[config.mk]
export PLATFORM = sky130hd
export DESIGN_NAME = frame_writer
export DESIGN_NICKNAME = d
export VERILOG_FILES = /design/src/rtl/frame_writer.sv
export SDC_FILE = /design/constraint.sdc
export NUM_CORES = 1
export LEC_CHECK = 0
export ABC_AREA = 0
export BUFFER_PORTS_ARGS = -buffer_cell sky130_fd_sc_hd__buf_2
export CORE_ASPECT_RATIO = 0.8
export CORE_MARGIN = 10
export CORE_UTILIZATION = 40
export CTS_BUF_LIST = sky130_fd_sc_hd__clkbuf_4 sky130_fd_sc_hd__clkbuf_8 sky130_fd_sc_hd__clkbuf_16
export DETAILED_ROUTE_END_ITERATION = 16
export SYNTH_ARGS = -nofsm -noshare
export SYNTH_HDL_FRONTEND = slang
export SYNTH_SLANG_ARGS = --single-unit
export TNS_END_PERCENT = 5
[constraint.sdc]
create_clock -name clk -period 2.1 [get_ports clk]
set_clock_uncertainty 0.15 [all_clocks]
set_input_delay 0.315 -clock clk [delete_from_list [all_inputs] [get_ports clk]]
set_output_delay 0.315 -clock clk [all_outputs]
set_load 0.01 [all_outputs]
[src/rtl/frame_writer.sv]
// frame_writer: sink for the zoomed pixel stream. Writes each OUT_WIDTH x
// OUT_HEIGHT frame row-major into one half of a ping-pong frame memory and
// hands completed banks to the display side with a bank/valid/ack handshake.
module frame_writer #(
    parameter int OUT_WIDTH  = 8,
    parameter int OUT_HEIGHT = 8,
    parameter int DATA_W     = 8,
    parameter int PIX_W      = $clog2(OUT_WIDTH*OUT_HEIGHT)
) (
    input  logic              clk,
    input  logic              rst,
    input  logic [DATA_W-1:0] pixel_in,
    input  logic              pixel_valid_in,
    output logic              pixel_ready_out,
    input  logic              frame_restart,
    output logic              mem_we,
    output logic [PIX_W:0]    mem_addr,
    output logic [DATA_W-1:0] mem_wdata,
    output logic              display_bank,
    output logic              display_valid,
    input  logic              display_ack,
    output logic              frame_done,
    output logic [7:0]        frame_count
);

    localparam int               NPIX     = OUT_WIDTH * OUT_HEIGHT;
    localparam logic [PIX_W-1:0] LAST_PIX = PIX_W'(NPIX - 1);

    typedef enum logic {
        S_WRITE     = 1'b0,
        S_WAIT_BANK = 1'b1
    } state_t;

    state_t            r_state;
    logic              r_write_bank;
    logic [PIX_W-1:0]  r_pix_cnt;
    logic              r_mem_we;
    logic [PIX_W:0]    r_mem_addr;
    logic [DATA_W-1:0] r_mem_wdata;
    logic              r_display_bank;
    logic              r_display_valid;
    logic              r_frame_done;
    logic [7:0]        r_frame_count;

    logic w_state_ready;
    logic w_accept;
    logic w_take;
    logic w_last;

    // Ready depends only on the state register; held low during reset.
    assign w_state_ready   = (r_state == S_WRITE);
    assign pixel_ready_out = w_state_ready && !rst;
    assign w_accept        = pixel_valid_in && w_state_ready;
    assign w_take          = w_accept && !frame_restart;
    assign w_last          = (r_pix_cnt == LAST_PIX);

    assign mem_we        = r_mem_we;
    assign mem_addr      = r_mem_addr;
    assign mem_wdata     = r_mem_wdata;
    assign display_bank  = r_display_bank;
    assign display_valid = r_display_valid;
    assign frame_done    = r_frame_done;
    assign frame_count   = r_frame_count;

    // Write port, pixel counter, bank ownership FSM and frame bookkeeping.
    always_ff @(posedge clk or posedge rst) begin
        if (rst) begin
            r_state         <= S_WRITE;
            r_write_bank    <= 1'b0;
            r_pix_cnt       <= '0;
            r_mem_we        <= 1'b0;
            r_mem_addr      <= '0;
            r_mem_wdata     <= '0;
            r_display_bank  <= 1'b0;
            r_display_valid <= 1'b0;
            r_frame_done    <= 1'b0;
            r_frame_count   <= 8'd0;
        end else begin
            r_mem_we     <= w_take;
            r_frame_done <= 1'b0;
            if (w_take) begin
                r_mem_addr  <= {r_write_bank, r_pix_cnt};
                r_mem_wdata <= pixel_in;
            end
            case (r_state)
                S_WRITE: begin
                    // A release without a completing frame just frees the bank;
                    // a completion below overrides this.
                    if (display_ack && r_display_valid) begin
                        r_display_valid <= 1'b0;
                    end
                    if (frame_restart) begin
                        r_pix_cnt <= '0;
                    end else if (w_accept) begin
                        if (w_last) begin
                            r_pix_cnt     <= '0;
                            r_frame_done  <= 1'b1;
                            r_frame_count <= r_frame_count + 8'd1;
                            if (!r_display_valid || display_ack) begin
                                r_display_bank  <= r_write_bank;
                                r_display_valid <= 1'b1;
                                r_write_bank    <= ~r_write_bank;
                            end else begin
                                r_state <= S_WAIT_BANK;
                            end
                        end else begin
                            r_pix_cnt <= r_pix_cnt + PIX_W'(1);
                        end
                    end
                end
                S_WAIT_BANK: begin
                    // Both banks full: hand over the finished one once the
                    // display releases the other.
                    if (display_ack) begin
                        r_display_bank <= r_write_bank;
                        r_write_bank   <= ~r_write_bank;
                        r_state        <= S_WRITE;
                    end
                end
                default: r_state <= S_WRITE;
            endcase
        end
    end

endmodule

### Word level (Yosys, flattened, before mapping)

Cells that the tools add are included.

* register bits after elaboration: 35
* output and inout bits: 28
* logic and storage cells: 63

* add/sub/neg operators: 2
* equality and inequality tests: 6
* mux-type cells: 30
* bitwise logic cells: 3
* reductions and logical operators: 12

Operators by type and width (number)
* 1-bit two-way mux: 24
* 6-bit two-way mux: 3
* 8-bit by 1-bit adder with 8-bit output, second input constant: 1
* 6-bit by 1-bit adder with 6-bit output, second input constant: 1
* 6-bit equality test, second input constant: 1
* 2-bit by 1-bit inequality test with 1-bit output, second input constant: 3
* 1-bit one-hot mux with 2 select lines: 3
* 5-bit AND reduction: 1
* 1-bit logical AND: 4
* 2-bit inequality test, second input constant: 2
* 4-bit AND reduction: 1
* 1-bit logical NOT: 3
* 1-bit inverter: 3
* 2-bit AND reduction: 1
* 2-bit nonzero test: 1
* 1-bit logical OR: 1

### Logic depth before layout (Yosys ltp)

Gate-level depths: netlist of the first run.

* depth in word-level cells: 7
* mapped depth: 7

### Least setup slack after synthesis of the first run

OpenSTA, ideal clock, no wires.

* path kind: reg-to-reg
* start point: register r_state
* end point: register r_display_bank, in the netlist display_bank
* arrival time: 1659 ps
* slack: 166 ps
* cell stages (with the launch flop): 6
* buffers on the path: 1
* cells stage by stage: dfrtp_1 > buf_2 > or3b_4 > nor3_4 > o22ai_2 > mux2_4

* longest elaborated chain between the ends: 4

RTL lines
* from (decl): RTL line 34 `state_t r_state;`
* from (signal assigned): RTL line 68 `r_state <= S_WRITE;`
* from (signal assigned): RTL line 104 `r_state <= S_WAIT_BANK;`
* from (signal assigned): RTL line 117 `r_state <= S_WRITE;`
* 1-bit inverter (no line)
* 1-bit logical AND: RTL line 53 `assign w_accept = pixel_valid_in && w_state_ready;`
* 2-bit by 1-bit inequality test with 1-bit output (no line)
* 5-bit AND reduction (no line)
* to (signal assigned): RTL line 100 `r_display_bank <= r_write_bank;`
* to (signal assigned): RTL line 115 `r_display_bank <= r_write_bank;`
* to (decl): RTL line 40 `logic r_display_bank;`

Parallel ways exist; a longest one is shown, timed or not.
A chain may end at the register's enable or synchronous reset.

### Worst setup path in the final report of the first run

* start point: register r_pix_cnt[1]
* end point: register r_display_bank, in the netlist display_bank

* longest elaborated chain between the ends: 3

RTL lines
* from (decl): RTL line 36 `logic [PIX_W-1:0] r_pix_cnt;`
* from (signal assigned): RTL line 107 `r_pix_cnt <= r_pix_cnt + PIX_W'(1);`
* 6-bit equality test: RTL line 55 `assign w_last = (r_pix_cnt == LAST_PIX);`
* 2-bit by 1-bit inequality test with 1-bit output (no line)
* 5-bit AND reduction (no line)

No other way between the ends.

==> run metrics, run 1 <==
outcome=completed; Final min period=~2.0 ns; Synth Area in Adders=under 10%; GP Congestion=~0.8; synth warn=0; CTS Sinks=35; Post-synth EDFFs=0; Vias/cell=4.81; Post-Synth Simple-Gate Area=23.4%; Clock Path Buffers=2; DP HPWL=about 2600 um; #FFs+latches synth=35; Peak Freq=505 MHz; Design Power=0.00136 W; ANT cells=0; Worst setup SP type=flop; initial antenna violation count=0; vias in the first global route=1257; ys async rst share=100%; GRT Overall Usage=around 11%; DIE AREA=0.00656 mm^2; initial drt markers=45; total negative slack=0 ns; total CTS buffers=5; routed len/inst=14.0 um; CP max stage delay=around 0.43 ns; ys flop type=dfrtp_1; largest net degree at the start of global routing=36; share of the synthesized area in the top cell type=59.0%; clock slew at reported path FFs=0.08 ns; Power Density=727 mW/mm^2; most numerous cell in the Yosys netlist=nand2_1; post-synthesis cell type count=30; Top delay family on crit path=simple AND/OR/NAND/NOR gates; Layout Nets=212; number of max-cap violations=0; Final Hold Viols=0; WP buf/inv=0; Critical Path AT=around 2 ns; post-synthesis mux area share=1.77%; Cell Chain, Critical Path=ha_1, nand2_1, nor3_4, o22ai_2, mux2_4; complex-gate fraction of the synthesized area=7.25%; largest family of logic cells by synthesized area=simple AND/OR/NAND/NOR gates; CP max-delay cell=dfrtp_1; Mean Syn Cell Area=about 10 um^2; RSZ-0062 raised after global routing=no; core area=0.00349 mm^2; Area growth, synth to finish=26.2%; Die Width=a little under 90 um; CP endpoint kind=flop; Seq/Total Area, Yosys=59.0%; layout cells sized above 1=a little under a third; CP Class=reg -> reg; Hold Path Class=in -> reg; first-pass GRT wire length=5730 um; worst vdd ir=476 uV; post-synth top area cell=dfrtp_1; Final Setup Violations=0; CTS tree=yes; Clock Latency Late Sink=0.30 ns; P_leak=around 1.1 nW; Initial Util=42.5%; CP Max Fanout=5; Synth area leaders=dfrtp_1 59%, nand2_1 13%, xnor2_1 3.5%; Slew @ Worst Pin=0.430 ns; CP required=2.13 ns; total number of vias=around 1200; H-tree Lvls=2; antenna viol nets, final=0; buffers added on ports=40; Final Slew Violations=0; top post-synthesis cells by count=53 x nand2_1, 35 x dfrtp_1, 6 x o21ai_0, 6 x xnor2_1; xor/xnor share of the synthesized area=4.72%; chip height=74.5 um; # DRC=0; wirelength, routed=3350 um; global route total overflow=0; # rows=19; post-synth net total=161; Post-Synthesis Cells=146; synthesized area=0.00148 mm^2; Filler cells=about 330; I/O pins=41; Tcrit/Tclk final=a little over nine tenths; Initial DRT Pass Iterations=4; clock root buffer=clkbuf_8; slew margin rel.=71.3%
cell usage in the layout, fill, tap and decap left out:
master and instances:
o22ai_2 1, ha_1 2, nor2_1 5, o21ai_0 6
dfrtp_1 35, clkinv_2 1, nand2_1 53, nor4_4 1
mux2_2 1, buf_4 7, nor3_1 2, or4_1 1
buf_2 40, clkinvlp_4 2, a21oi_1 4, inv_1 2
nor2b_1 1, a31oi_1 2, dlygate4sd3_1 1, nor4_2 1
xor2_1 2, nor3_4 1, a22o_1 1, clkinv_1 1
clkbuf_8 5, or3b_4 1, nand4_1 3, nand3_1 5
a21o_1 2, xnor2_1 6, a31o_2 1, mux2_4 1
and3_1 1
final timing paths:
| check | start | end | slack (ns) | depth (start not counted) |
|---|---|---|---|---|
| max reg2reg | r_pix_cnt[1]$_DFFE_PP0P_ | display_bank$_DFFE_PP0P_ | 0.12 | 5 |
| min | pixel_in[2] | mem_wdata[2]$_DFFE_PP0P_ | 0.06 | 3 |
| min reg2reg | frame_count[7]$_DFFE_PP0P_ | frame_count[7]$_DFFE_PP0P_ | 0.32 | 1 |
| max | r_pix_cnt[1]$_DFFE_PP0P_ | display_bank$_DFFE_PP0P_ | 0.12 | 5 |
| max in group asynchronous | rst | mem_addr[2]$_DFFE_PP0P_ | 0.98 | 4 |
| min in group asynchronous | rst | r_pix_cnt[4]$_DFFE_PP0P_ | 0.52 | 4 |
where the power goes:
part | internal, W | switching, W | total, W
logic | 0.0000586 | 0.0000823 | 0.000141
clock network | 0.000231 | 0.000258 | 0.000489
registers | 0.000709 | 0.0000232 | 0.000733
total | 0.000999 | 0.000364 | 0.00136
area by class of cell:
class                      instances  area, um^2  share of cell area, %
multi-input combinational        104         582                   31.1
sequential                        35         876                   46.8
inverter                           3        11.3                  0.601
clock inverter                     3        20.0                   1.07
clock buffer                       5        68.8                   3.67
timing repair buffer              48         263                   14.0
tap                               42        52.6                   2.81
through the flow:
step	worst slack (ns)	util [%]	hold slack [ns]	std cells	cell area, um^2
after floorplan	0.166	-	0.231	146	1480
after global placement	0.140	50.6	0.285	231	1770
after detailed placement	0.0616	50.6	0.304	231	1770
after CTS	0.0492	53.4	0.0478	240	1870
after global routing	0.0139	53.6	0.0515	240	1870
final	0.120	53.6	0.0550	240	1870
flip-flops by register name (all words and copies together), names as in the netlist:
name           cells
display_bank       1
display_valid      1
frame_count        8
frame_done         1
mem_addr           7
mem_wdata          8
mem_we             1
r_pix_cnt          6
r_state            1
r_write_bank       1
worst reg2reg max path, stage by stage (launching register included):
cell,delay (ns)
dfrtp_1,0.43
ha_1,0.28
nand2_1,0.22
nor3_4,0.32
o22ai_2,0.15
mux2_4,0.31
routing by layer:
layer  part of all wire [%]  global-route usage (%)  vias to the layer above
met5                      0                       0                        -
li1                       -                       -                      589
met4                    2.8                    7.13                        0
met3                    8.9                    5.13                        9
met1                     44                    12.7                      529
met2                     44                    16.9                       28
repair_timing:
| action | 4_1_cts | 5_1_grt |
|---|---|---|
| hold buffers | 1 | 0 |
| gates resized for setup | 0 | 1 |
| endpoints found under the setup margin | 0 | 1 |
| endpoints found under the hold margin | 35 | 0 |
| setup buffers | 0 | 0 |
logic make-up (layout without fill, tap and decap cells):
kind of cell               Yosys count  count (layout)
AOI/OAI and AO/OA                   17              17
muxes                                2               2
buffers and inverters                7              59
and+or+nand+nor                     75              75
xor gates and xnor gates             8               8
adders and majority gates            2               2
DFF                                 35              35
Power figures use the tool's default switching activity.
==> run 2, diff against run 1 <==
--- a/config.mk
+++ b/config.mk
@@ -12,6 +12,7 @@
 export CORE_UTILIZATION = 40
 export CTS_BUF_LIST = sky130_fd_sc_hd__clkbuf_4 sky130_fd_sc_hd__clkbuf_8 sky130_fd_sc_hd__clkbuf_16
 export DETAILED_ROUTE_END_ITERATION = 16
+export PLACE_DENSITY = 0.62
 export SYNTH_ARGS = -nofsm -noshare
 export SYNTH_HDL_FRONTEND = slang
 export SYNTH_SLANG_ARGS = --single-unit
==> run metrics, run 2 (same netlist as run 1, synthesis figures left out) <==
worst slack at placement=0.120 ns (+0.0588 ns); total CTS buffers=5 (unchanged); Filler cells=315 (-3.7%); Die Width=88.1 um (unchanged); Initial Util=42.5% (unchanged); combinational power share=10.3% (about the same); Layout Nets=211 (-0.47%); met2 GRT Util=16.1% (-0.81 points); CP endpoint kind=flop; layout cells sized above 1=31.5% (-0.35 points); global route total overflow=0 (unchanged); Tcrit/Tclk final=95.8% (+1.5 points); CP required=2.12 ns (about the same); Critical Path AT=2.03 ns (+0.02 ns); buffers added on ports=40 (unchanged); H-tree Lvls=2 (unchanged); ANT cells=0 (unchanged); P_leak=1.06 nW (+0.42%); met3 usage=4.59% (-0.55 points); CP Max Fanout=6 (+1); outcome=completed; initial antenna violation count=0 (unchanged); Power Density=728 mW/mm^2 (about the same); chip height=74.5 um (unchanged); DP Area=0.00176 mm^2 (-0.42%); worst vdd ir=410 uV (-14%); CP Class=reg -> reg; met1 Resource Use GR=12.9% (+0.19 points); DP HPWL=2420 um (-5.1%); GP Congestion=0.790 (+0.57%); layer with the highest usage=met2; I/O pins=41 (unchanged); Worst R2R Setup Slack=0.09 ns (-0.03 ns); Clock Path Buffers=2 (unchanged); antenna viol nets, final=0 (unchanged); sequential share of power=54.0% (+0.2 points); CP startpoint=r_pix_cnt[0]$_DFFE_PP0P_; number of max-cap violations=0 (unchanged); largest net degree at the start of global routing=36 (unchanged); CTS tree=yes; clock root buffer=clkbuf_8; DIE AREA=0.00656 mm^2 (unchanged); total number of vias=1174 (+1.6%); vias in the first global route=1180 (-6.1%); net switching share of the total power=24.5% (-2.2 points); core area=0.00349 mm^2 (unchanged); # rows=19 (unchanged); initial drt markers=58 (+29%); Final Slew Violations=0 (unchanged); Hold Path Class=in -> reg; Final Hold Viols=0 (unchanged); first-pass GRT wire length=5600 um (-2.3%); RSZ-0062 raised after global routing=no; Initial DRT Pass Iterations=6 (+2); Area growth, synth to finish=25.7%; commonest non-fill, non-tap cell in the layout=nand2_1; CTS Sinks=35 (unchanged); most frequent cells in the layout=53 x nand2_1, 40 x buf_2, 35 x dfrtp_1; Post CTS Setup Buffer Count=0 (unchanged); final worst setup slack=0.0887 ns (-0.0312 ns); Worst setup SP type=flop; Slew @ Worst Pin=0.428 ns (-0.00164 ns); Clk network pwr share=35.6% (-0.3 points); clock slew at reported path FFs=0.07 ns (about the same); Final min period=2.01 ns (+0.0312 ns); P_int=0.00103 W (+2.7%); fin area=0.00187 mm^2 (-0.40%); GRT Overall Usage=10.6% (-0.59 points); # DRC=0 (unchanged); total negative slack=0 ns (unchanged); Sw Pwr=0.000332 W (-8.6%); wirelength, routed=3260 um (-2.7%); Final Setup Violations=0 (unchanged); hold path start=pixel_in[5]; Clock Latency Late Sink=0.28 ns (-0.02 ns); Reg-to-Reg Start=r_pix_cnt[0]$_DFFE_PP0P_; Vias/cell=4.91 (+2.1%); Peak Freq=497 MHz (-1.6%); slew margin rel.=71.4% (+0.11 points); routed len/inst=13.6 um (-2.3%)
==> run 2: cell count changes in the layout (fill, tap and decap cells not counted), sizes merged <==
cell      change
clkbuf        +2
clkinvlp      -2
buf           -1
==> run 2: cell type report <==
| cell class | instances | area (um^2) | area share [%] |
|---|---|---|---|
| Clock buffer | 7 | 83.8 | 4.49 |
| Clock inverter | 1 | 5.00 | 0.268 |
| Inverter | 3 | 11.3 | 0.604 |
| Multi-Input combinational cell | 104 | 582 | 31.2 |
| Sequential cell | 35 | 876 | 46.9 |
| Tap cell | 42 | 52.6 | 2.82 |
| Timing Repair Buffer | 47 | 255 | 13.7 |
==> run 2: worst max-delay path, stage by stage (launching register included) <==
cell and delay [ns]:
dfrtp_1 0.43, ha_1 0.29, nand2_1 0.22, nor4_2 0.32, o22ai_2 0.17, mux2_4 0.32
==> run 2: power by group through the flow <==
stage	Clock, W	Combinational [W]	Sequential (W)
after detailed placement	0	0.000143	0.000746
after global placement	0	0.000139	0.000744
after global routing	0.000534	0.000160	0.000738
final	0.000484	0.000140	0.000734
after CTS	0.000500	0.000144	0.000734
after floorplan	0	0.0000592	0.000759
==> run 2: routing by layer <==
layer,up-vias,routed length (um)
li1,584,-
met1,546,1480
met2,35,1440
met3,9,285
met4,0,57
met5,-,0
==> run 2: metrics by stage <==
stage / total power, W / util [%] / hold slack [ns] / cells
floorplan: 0.000818 / - / 0.231 / 146
global placement: 0.000883 / 50.4 / 0.284 / 230
detailed placement: 0.000889 / 50.4 / 0.307 / 230
CTS: 0.00138 / 53.2 / 0.0677 / 239
global route: 0.00143 / 53.4 / 0.0634 / 239
finish: 0.00136 / 53.4 / 0.0698 / 239
==> run 2: timing repair <==
item                                   in CTS  in global routing
endpoints found under the hold margin      18                  0
setup endpoints to repair                   0                  1
hold buffers                                1                  0
gates resized for setup                     0                  1
==> run 2: path summary, 6_finish.rpt <==
kind                                              endpoint  cells after the start
min in group asynchronous                r_state$_DFF_PP0_                      4
worst max-delay path              display_bank$_DFFE_PP0P_                      5
worst min register to register  frame_count[7]$_DFFE_PP0P_                      1
max in group asynchronous         r_pix_cnt[4]$_DFFE_PP0P_                      4
worst min-delay path              mem_wdata[5]$_DFFE_PP0P_                      3
worst max register to register    display_bank$_DFFE_PP0P_                      5
